$ cat src/rtl/atm_pkg.sv
// Shared types and widths for the ATM transaction controller.
// Imported by the ALU and the top-level FSM.
package atm_pkg;

  localparam int CARD_W = 8;
  localparam int PIN_W  = 4;
  localparam int BAL_W  = 8;
  localparam int AMT_W  = 5;

  typedef enum logic [2:0] {
    IDLE,
    CHECK_PIN,
    LANG,
    SERVICE,
    EXEC,
    DONE
  } state_t;

  typedef enum logic [1:0] {
    SVC_INQ  = 2'b00,
    SVC_DEP  = 2'b01,
    SVC_WDR  = 2'b10,
    SVC_EXIT = 2'b11
  } svc_t;

  localparam logic [1:0] LANG_NONE = 2'b00;

endpackage

$ cat src/rtl/atm_txn_alu.sv
// Combinational balance update for one banking service.
// Rejects deposits that overflow and withdrawals that underflow.
module atm_txn_alu
  import atm_pkg::*;
(
  input  logic [BAL_W-1:0] work,
  input  logic [AMT_W-1:0] amount,
  input  svc_t             service,
  output logic [BAL_W-1:0] next_work,
  output logic             reject
);

  logic [BAL_W:0]   sum;
  logic [BAL_W-1:0] amt_ext;

  // Apply the selected service; a rejected step leaves work untouched
  always_comb begin
    amt_ext   = {{(BAL_W-AMT_W){1'b0}}, amount};
    sum       = {1'b0, work} + {1'b0, amt_ext};
    next_work = work;
    reject    = 1'b0;
    case (service)
      SVC_DEP: begin
        if (sum[BAL_W]) reject = 1'b1;
        else next_work = sum[BAL_W-1:0];
      end
      SVC_WDR: begin
        if (amt_ext > work) reject = 1'b1;
        else next_work = work - amt_ext;
      end
      default: ;
    endcase
  end

endmodule

$ cat src/rtl/atm_module.sv
// Single-session ATM controller: PIN check, language, one or two
// services on a working balance, committed to balance in DONE.
module atm_module
  import atm_pkg::*;
#(
  parameter int TIMEOUT      = 10,
  parameter int MAX_SERVICES = 2
) (
  input  logic              clk,
  input  logic              rst,
  input  logic [CARD_W-1:0] cardno,
  input  logic [PIN_W-1:0]  pin,
  input  logic [PIN_W-1:0]  correctPin,
  input  logic [BAL_W-1:0]  currentbalance,
  input  logic [1:0]        language,
  input  logic [1:0]        service,
  input  logic [AMT_W-1:0]  amount,
  input  logic              anotherServiceBit,
  output logic [BAL_W-1:0]  balance,
  output logic              amIhere,
  output logic              longTime
);

  localparam int TW = $clog2(TIMEOUT + 1);
  localparam int CW = $clog2(MAX_SERVICES + 1);
  localparam logic [TW-1:0] T_LAST = TW'(TIMEOUT - 1);
  localparam logic [CW-1:0] C_MAX  = CW'(MAX_SERVICES);

  state_t           state, state_nx;
  logic [BAL_W-1:0] work, alu_work;
  logic [CW-1:0]    svc_cnt, svc_cnt_nx;
  logic [TW-1:0]    timer;
  svc_t             svc_q;
  logic [AMT_W-1:0] amt_q;
  logic             alu_rej;
  logic             card_on, lang_idle, more;
  logic             start, tick, expire;
  logic             capture, exec_en, commit;

  assign card_on    = (cardno != '0);
  assign lang_idle  = (language == LANG_NONE);
  assign svc_cnt_nx = svc_cnt + CW'(1);
  assign more       = anotherServiceBit && (svc_cnt_nx < C_MAX);

  atm_txn_alu u_alu (
    .work      (work),
    .amount    (amt_q),
    .service   (svc_q),
    .next_work (alu_work),
    .reject    (alu_rej)
  );

  // State register
  always_ff @(posedge clk or posedge rst) begin
    if (rst) state <= IDLE;
    else     state <= state_nx;
  end

  // Next state; a removed card aborts any active session
  always_comb begin
    state_nx = state;
    if (state != IDLE && !card_on) begin
      state_nx = IDLE;
    end else begin
      case (state)
        IDLE:      if (card_on) state_nx = CHECK_PIN;
        CHECK_PIN: state_nx = (pin == correctPin) ? LANG : IDLE;
        LANG: begin
          if (!lang_idle)           state_nx = SERVICE;
          else if (timer == T_LAST) state_nx = IDLE;
        end
        SERVICE:   state_nx = EXEC;
        EXEC: begin
          if (svc_q == SVC_EXIT) state_nx = DONE;
          else if (more)         state_nx = SERVICE;
          else                   state_nx = DONE;
        end
        DONE:      state_nx = IDLE;
        default:   state_nx = IDLE;
      endcase
    end
  end

  // Outputs and datapath strobes decoded from state
  always_comb begin
    amIhere = (state != IDLE);
    start   = (state == IDLE) && card_on;
    tick    = (state == LANG) && card_on && lang_idle;
    expire  = tick && (timer == T_LAST);
    capture = (state == SERVICE) && card_on;
    exec_en = (state == EXEC) && card_on;
    commit  = (state == DONE) && card_on;
  end

  // Session datapath: working balance, counters, captured request
  always_ff @(posedge clk or posedge rst) begin
    if (rst) begin
      work     <= '0;
      svc_cnt  <= '0;
      timer    <= '0;
      svc_q    <= SVC_INQ;
      amt_q    <= '0;
      balance  <= '0;
      longTime <= 1'b0;
    end else begin
      if (start) begin
        work     <= currentbalance;
        svc_cnt  <= '0;
        timer    <= '0;
        longTime <= 1'b0;
      end
      if (tick) begin
        if (expire) longTime <= 1'b1;
        else        timer    <= timer + TW'(1);
      end
      if (capture) begin
        svc_q <= svc_t'(service);
        amt_q <= amount;
      end
      if (exec_en) begin
        if (!alu_rej) work <= alu_work;
        svc_cnt <= svc_cnt_nx;
      end
      if (commit) balance <= work;
    end
  end

endmodule

$ cat config.mk
export PLATFORM = sky130hd
export DESIGN_NAME = atm_module
export DESIGN_NICKNAME = d
export VERILOG_FILES = /design/src/rtl/atm_pkg.sv /design/src/rtl/atm_txn_alu.sv /design/src/rtl/atm_module.sv
export SDC_FILE = /design/constraint.sdc
export NUM_CORES = 1
export LEC_CHECK = 0
export CORE_ASPECT_RATIO = 0.6
export CORE_UTILIZATION = 50
export DETAILED_ROUTE_END_ITERATION = 6
export GPL_TIMING_DRIVEN = 0
export PLACE_DENSITY_LB_ADDON = 0.05
export REMOVE_ABC_BUFFERS = 1
export SYNTH_ARGS = -nofsm -noshare
export SYNTH_HDL_FRONTEND = slang
export SYNTH_HIERARCHICAL = 1
export SYNTH_SLANG_ARGS = --single-unit
$ cat constraint.sdc
create_clock -name clk -period 3.06 [get_ports clk]
set_input_delay 0.765 -clock clk [delete_from_list [all_inputs] [get_ports clk]]
set_output_delay 0.765 -clock clk [all_outputs]
set_load 0.02 [all_outputs]
==> flow_summary.yaml, run 1 <==
synth:
  synthSimpleGateAreaFrac_pct: 16.42
  synth-edff-count: 0
  synth_compound_area_share_pct: 19.16
  seq_area_frac_synth_pct: 34.18
  synthXorXnorAreaFrac_pct: 3.263
  yosysTopAreaCell: "dfrtp_1"
  synthTopCellsByArea: "dfrtp_1 34%, ha_1 7.8%, mux2_1 7.0%"
  synth-main-ff-cell: "dfrtp_1"
  ys_warn_count: 6
  synth_fa_ha_area_share_pct: 9.425
  synthMuxAreaShare_pct: 12.43
  synth_cell_types: 56
  async_reset_ff_share_pct: 100.0
  synth_top_area_share_pct: 34.18
  syn-cell-area_mm2: 0.002416
  synth_top_family_by_area: "compound AO/OA/AOI/OAI gates"
  syn_inst: 253
  syn_avg_cell_area_um2: 9.550
  synth_common_cells: "33 x dfrtp_1, 22 x nor2_1, 17 x inv_1"
  synth.ff_latch_count: 33
  yosysMostFrequentCell: "dfrtp_1"
sta:
  slew_headroom_pct: 50.94
  clock-skew-final_ns: 0.006941
  rsz0062_at_grt: "false"
  timing.final.crit_share_pct: 91.50
  hold_violations: 0
  worstMarginPinSlew_ns: 0.7319
  fin_tns_setup_ns: 0
  setup_viol: 0
  fin_crit_ns: 2.800
  fmax_mhz: 357.1
  setup_slack_ns: 0.2600
  slew_viol_final: 0
pwr:
  ir_worst_vdd_v: 0.0005438
  p_total_mw: 3.316
  p_leak_nw: 1.229
  power_density_mw_per_mm2: 1109
worst_setup_path:
  path_class: "reg -> reg"
  crit_fanout: 16
  cp-end-kind: "flip-flop"
  cp_num_buf_inv: 2
  critPathArrivalTime_ns: 2.94
  max_stage_delay_ns: 0.42
  crit_required_ns: 3.20
  cp_slowest_cell: "dfrtp_1"
  crit_top_cell: "nor2_1"
  critPathLaunchType: "flip-flop"
  cp_top_family: "compound AO/OA/AOI/OAI gates"
  crit_chain: "inv_1 > ha_1 > fa_1 > nor2b_1 > o31a_1 > nor2_1 > a21oi_1 > nor2_1 > inv_1 > o2111ai_4 > nor2_1 > a21oi_1"
clock_network:
  cts_num_sinks: 33
  post_cts_buffers: 0
  cts_max_level: 2
  numCtsBuffers: 5
  cts_buffer_depth: 2
  cts_tree: "yes"
  cts_hold_buf: 0
  post_cts_resized: 0
  worstSkewPairLatency_ns: 0.28
  cts-root-buf: "clkbuf_8"
  path_clk_slew_ns: 0.06
floorplanning:
  dieArea_mm2: 0.005123
  die_w_um: 91.74
  start_util_pct: 52.39
  row_count: 19
  io-pin-count: 46
  core-area_mm2: 0.004612
  die_h_um: 55.85
cells_and_area:
  layout-drive-gt1-share_pct: 7.047
  synthToLayoutAreaGrowth_pct: 23.82
  fillers: 397
  nNetsFinal: 350
  diodes: 0
placement:
  dp_slack_ns: 0.1423
  place.gp.congestion: 0.8806
  dp_hpwl_mm: 4.330
  io_buffers: 45
route:
  ant_nets: 0
  viasPerCell: 5.753
  wire_per_inst_um: 15.54
  vias: 2077
  drcViolationCount: 0
  first_pass_iters: 4
  wirelength_mm: 5.610
  drt_iter0_drc: 189
global_routing:
  grt_max_degree: 34
  antenna_found_initial: 0
  overflow: 0
  grt_pass1_vias: 1985
  grtUsageTotal_pct: 24.08
  grt_first_pass_wirelength_mm: 9.611
job:
  drv_cap: 0
run_status:
  status: "completed"
hold_path:
  hp-class: "reg -> reg"
## worst paths after layout
kind                                         from                     end  slack, ns  cells after the start
max                             work[0]$_DFF_PP0_       work[1]$_DFF_PP0_       0.26                     12
min                        balance[5]$_DFFE_PP0P_  balance[5]$_DFFE_PP0P_       0.49                      1
max reg2reg                     work[0]$_DFF_PP0_       work[1]$_DFF_PP0_       0.26                     12
min reg2reg                balance[5]$_DFFE_PP0P_  balance[5]$_DFFE_PP0P_       0.49                      1
max in group asynchronous                     rst    amt_q[2]$_DFFE_PP0P_       1.96                      3
min in group asynchronous                     rst      timer[1]$_DFF_PP0_       0.69                      2
## per-stage QoR
step	std cells	util, %	hold WS [ns]	instance area [µm²]
CTS	360	64.43	0.4903	2972
global placement	352	62.64	0.4693	2889
finish	361	64.87	0.4862	2992
detailed placement	352	62.64	0.4759	2889
global route	361	64.87	0.5136	2992
floorplan	244	-	0.4655	2360
## where the power goes
group / internal, mW / switching [mW]
clock network: 0.157 / 0.155
registers: 0.618 / 0.252
logic: 0.953 / 1.18
total: 1.73 / 1.59
## flip-flops by register name (all words and copies together), names as in the netlist
signal	cells
state	3
svc_q	2
longTime	1
svc_cnt	2
work	8
balance	8
timer	4
amt_q	5
## placed cells by master (no fill, tap or decap), types with 5 or more instances in the layout
cell type,instances
ha_1,15
clkdlybuf4s50_1,45
nor2_1,22
nand3_1,7
nand2_1,10
xnor2_1,8
o21ai_0,12
nor2b_1,5
clkbuf_8,5
mux2i_1,12
inv_1,16
nor3_1,5
mux2_1,15
dfrtp_1,33
a21oi_1,15
## per-layer routing
layer  global-route usage, %  routed length (µm)
met5                       0                   0
met4                   4.018                  15
met3                   5.191                 437
met2                   33.51                2281
met1                   38.37                2876
## cell type report
type                       instances  area (µm²)  share of cell area (%)
inverter                          18       67.56                   2.258
clock inverter                     2       10.01                  0.3346
sequential                        33       825.8                   27.60
tap                               63       78.83                   2.635
timing repair buffer              46       470.5                   15.73
multi-input combinational        193        1466                   49.02
clock buffer                       6       72.57                   2.426
## cells by family (layout without fill, tap and decap cells)
kind of cell,count (synthesis),after routing
AOI/OAI and AO/OA,66,66
DFF,33,33
adders and majority gates,17,17
buffers and inverters,27,72
muxes,28,28
xor gates and xnor gates,9,9
and+or+nand+nor,73,73
(Power assumes the default switching activity.)
==> inputs of run 2 (changes only) <==
--- a/config.mk
+++ b/config.mk
@@ -5,7 +5,7 @@
 export SDC_FILE = /design/constraint.sdc
 export NUM_CORES = 1
 export LEC_CHECK = 0
-export CORE_ASPECT_RATIO = 0.6
+export ABC_AREA = 1
 export CORE_UTILIZATION = 50
 export DETAILED_ROUTE_END_ITERATION = 6
 export GPL_TIMING_DRIVEN = 0
==> run 2 against run 1 <==
  * Sequential power decreased by 5.4%
  * First-iteration DRC count decreased by 46%
  * Via count increased by 35%
  * Non-clock buffer count unchanged
  * Core utilization decreased by 2.6 points
  * Power increased by 0.61%
  * Largest cell class unchanged
==> flow_summary.yaml, run 2 <==
global_routing:
  grt-busiest-layer: "met2"
  antenna_found_initial: 0
  grtUsageTotal_pct: 23.65
  gr-usage-met3_pct: 4.070
  overflow: 0
  met1_usage_pct: 28.46
  grt_pass1_vias: 2626
  grt_first_pass_wirelength_mm: 11.42
  grt_max_degree: 34
  global_route.usage.met2_pct: 42.81
synth:
  seq_area_frac_synth_pct: 28.37
  synth_common_cells: "146 x nand2_1, 74 x inv_1, 63 x nand3_1"
  yosysMostFrequentCell: "nand2_1"
  synthTopCellsByArea: "dfrtp_1 28%, nand2_1 19%, nand3_1 11%"
  syn-cell-area_mm2: 0.002910
  synth-main-ff-cell: "dfrtp_1"
  synth_top_area_share_pct: 28.37
  yosysTopAreaCell: "dfrtp_1"
  async_reset_ff_share_pct: 100.0
  syn_inst: 445
  synth_cell_types: 35
  synth.ff_latch_count: 33
  synth-edff-count: 0
  syn_avg_cell_area_um2: 6.540
  ys_warn_count: 6
clock_network:
  cts_buffer_depth: 2
  post_cts_resized: 0
  cts_hold_buf: 0
  worstSkewPairLatency_ns: 0.28
  cts_num_sinks: 33
  post_cts_buffers: 0
  cts-root-buf: "clkbuf_8"
  cts_tree: "yes"
  cts_max_level: 2
  path_clk_slew_ns: 0.07
  numCtsBuffers: 5
pwr:
  p_leak_nw: 1.847
  power_density_mw_per_mm2: 961.7
  p_total_mw: 3.337
  ir_worst_vdd_v: 0.0004591
worst_setup_path:
  timing.rr.start: "work[0]$_DFF_PP0_"
  path_class: "reg -> out"
  cp-end-kind: "primary output"
  worst_r2r_path_depth: 15
  critPathArrivalTime_ns: 1.77
  critPathLaunchType: "flip-flop"
  reg2reg_slack_ns: 0.54
  crit_required_ns: 2.29
  crit_fanout: 10
  rr_endpoint: "work[7]$_DFF_PP0_"
cells_and_area:
  utilization_pct: 62.24
  layout_commonest_cell: "nand2_1"
  diodes: 0
  top_regs: "balance (8), work (8), amt_q (5)"
  final-instance-count-excl-fill: 560
  nNetsFinal: 540
  synthToLayoutAreaGrowth_pct: 19.22
  mostFrequentLayoutCells: "146 x nand2_1, 73 x inv_1, 63 x nand3_1"
  layout-drive-gt1-share_pct: 9.016
floorplanning:
  dieArea_mm2: 0.006129
  io-pin-count: 46
  core-area_mm2: 0.005574
  row_count: 27
  die_w_um: 78.29
  die_h_um: 78.29
  start_util_pct: 52.21
run_status:
  status: "completed"
route:
  first_pass_iters: 4
  wire_per_inst_um: 11.69
  viasPerCell: 4.998
  wirelength_mm: 6.546
  drcViolationCount: 0
  ant_nets: 0
  drt_iter0_drc: 102
  vias: 2799
sta:
  slew_headroom_pct: 61.47
  slew_viol_final: 0
  timing.final.crit_share_pct: 82.69
  fin_crit_ns: 2.530
  hold_violations: 0
  fin_tns_setup_ns: 0
  setup_viol: 0
  rsz0062_at_grt: "false"
  worstMarginPinSlew_ns: 0.5762
  clock-skew-final_ns: 0.004122
  fmax_mhz: 395.2
placement:
  place.gp.congestion: 0.8497
  post-place-cells: 551
  dp_hpwl_mm: 5.192
  io_buffers: 45
hold_path:
  worst_hold_path.endpoint: "longTime$_DFF_PP0_"
  min_from: "longTime$_DFF_PP0_"
  min_path_cells: 2
  hp-class: "reg -> reg"
job:
  drv_cap: 0
[run 2: area by class of cell]
type / count / area [µm²]
Clock buffer: 5 / 68.82
Clock inverter: 3 / 17.52
Fill cell: 563 / 2105
Inverter: 84 / 320.3
Multi-Input combinational cell: 317 / 1669
Sequential cell: 33 / 825.8
Tap cell: 72 / 90.09
Timing Repair Buffer: 46 / 478.0
[run 2: logic make-up (layout without fill, tap and decap cells)]
family                   Yosys count  after routing  share of synthesized area (%)
flip-flops                        33             33                          28.37
AO/OA/AOI/OAI                     31             31                          6.363
buffers and inverters             95            138                          14.27
XOR/XNOR                           5              5                          1.505
adder cells (fa/ha/maj)           17             17                          7.825
AND/OR/NAND/NOR                  264            264                          41.66
[run 2: worst max-delay path, stage by stage, from the launching register on]
cell and delay, ns:
dfrtp_1 0.42, inv_2 0.12, nand2_2 0.13, nor2_8 0.18, inv_1 0.09, clkdlybuf4s50_1 0.54
[run 2: metal layers]
metal / wire length, µm / vias to the layer above
met5: 0 / -
met1: 2959 / 1279
met4: 76 / 0
li1: - / 1454
met2: 3294 / 59
met3: 215 / 7
[run 2: power by group]
group	internal, mW	switching [mW]
registers	0.596	0.227
logic	0.826	1.36
clock network	0.157	0.168
[run 2: worst max path at each step]
stage	slack, ns	cells after the start	from	endpoint
2_1_floorplan	0.95	15	work[0]$_DFF_PP0_	work[0]$_DFF_PP0_
3_3_place_gp	0.28	7	cardno[4]	balance[2]$_DFFE_PP0P_
3_5_place_dp	0.21	7	cardno[1]	balance[1]$_DFFE_PP0P_
4_1_cts	0.52	15	work[0]$_DFF_PP0_	work[7]$_DFF_PP0_
5_1_grt	0.29	7	cardno[4]	balance[6]$_DFFE_PP0P_
6_report	0.53	5	state[0]$_DFFE_PP0P_	amIhere
[run 2: stage by stage]
stage | hold slack (ns) | instance area (µm²) | worst slack, ns
floorplan | 0.4699 | 2815 | 0.9541
global placement | 0.4654 | 3356 | 0.2840
detailed placement | 0.4733 | 3356 | 0.2115
CTS | 0.4925 | 3442 | 0.5170
global route | 0.5224 | 3470 | 0.2918
finish | 0.4880 | 3470 | 0.5296
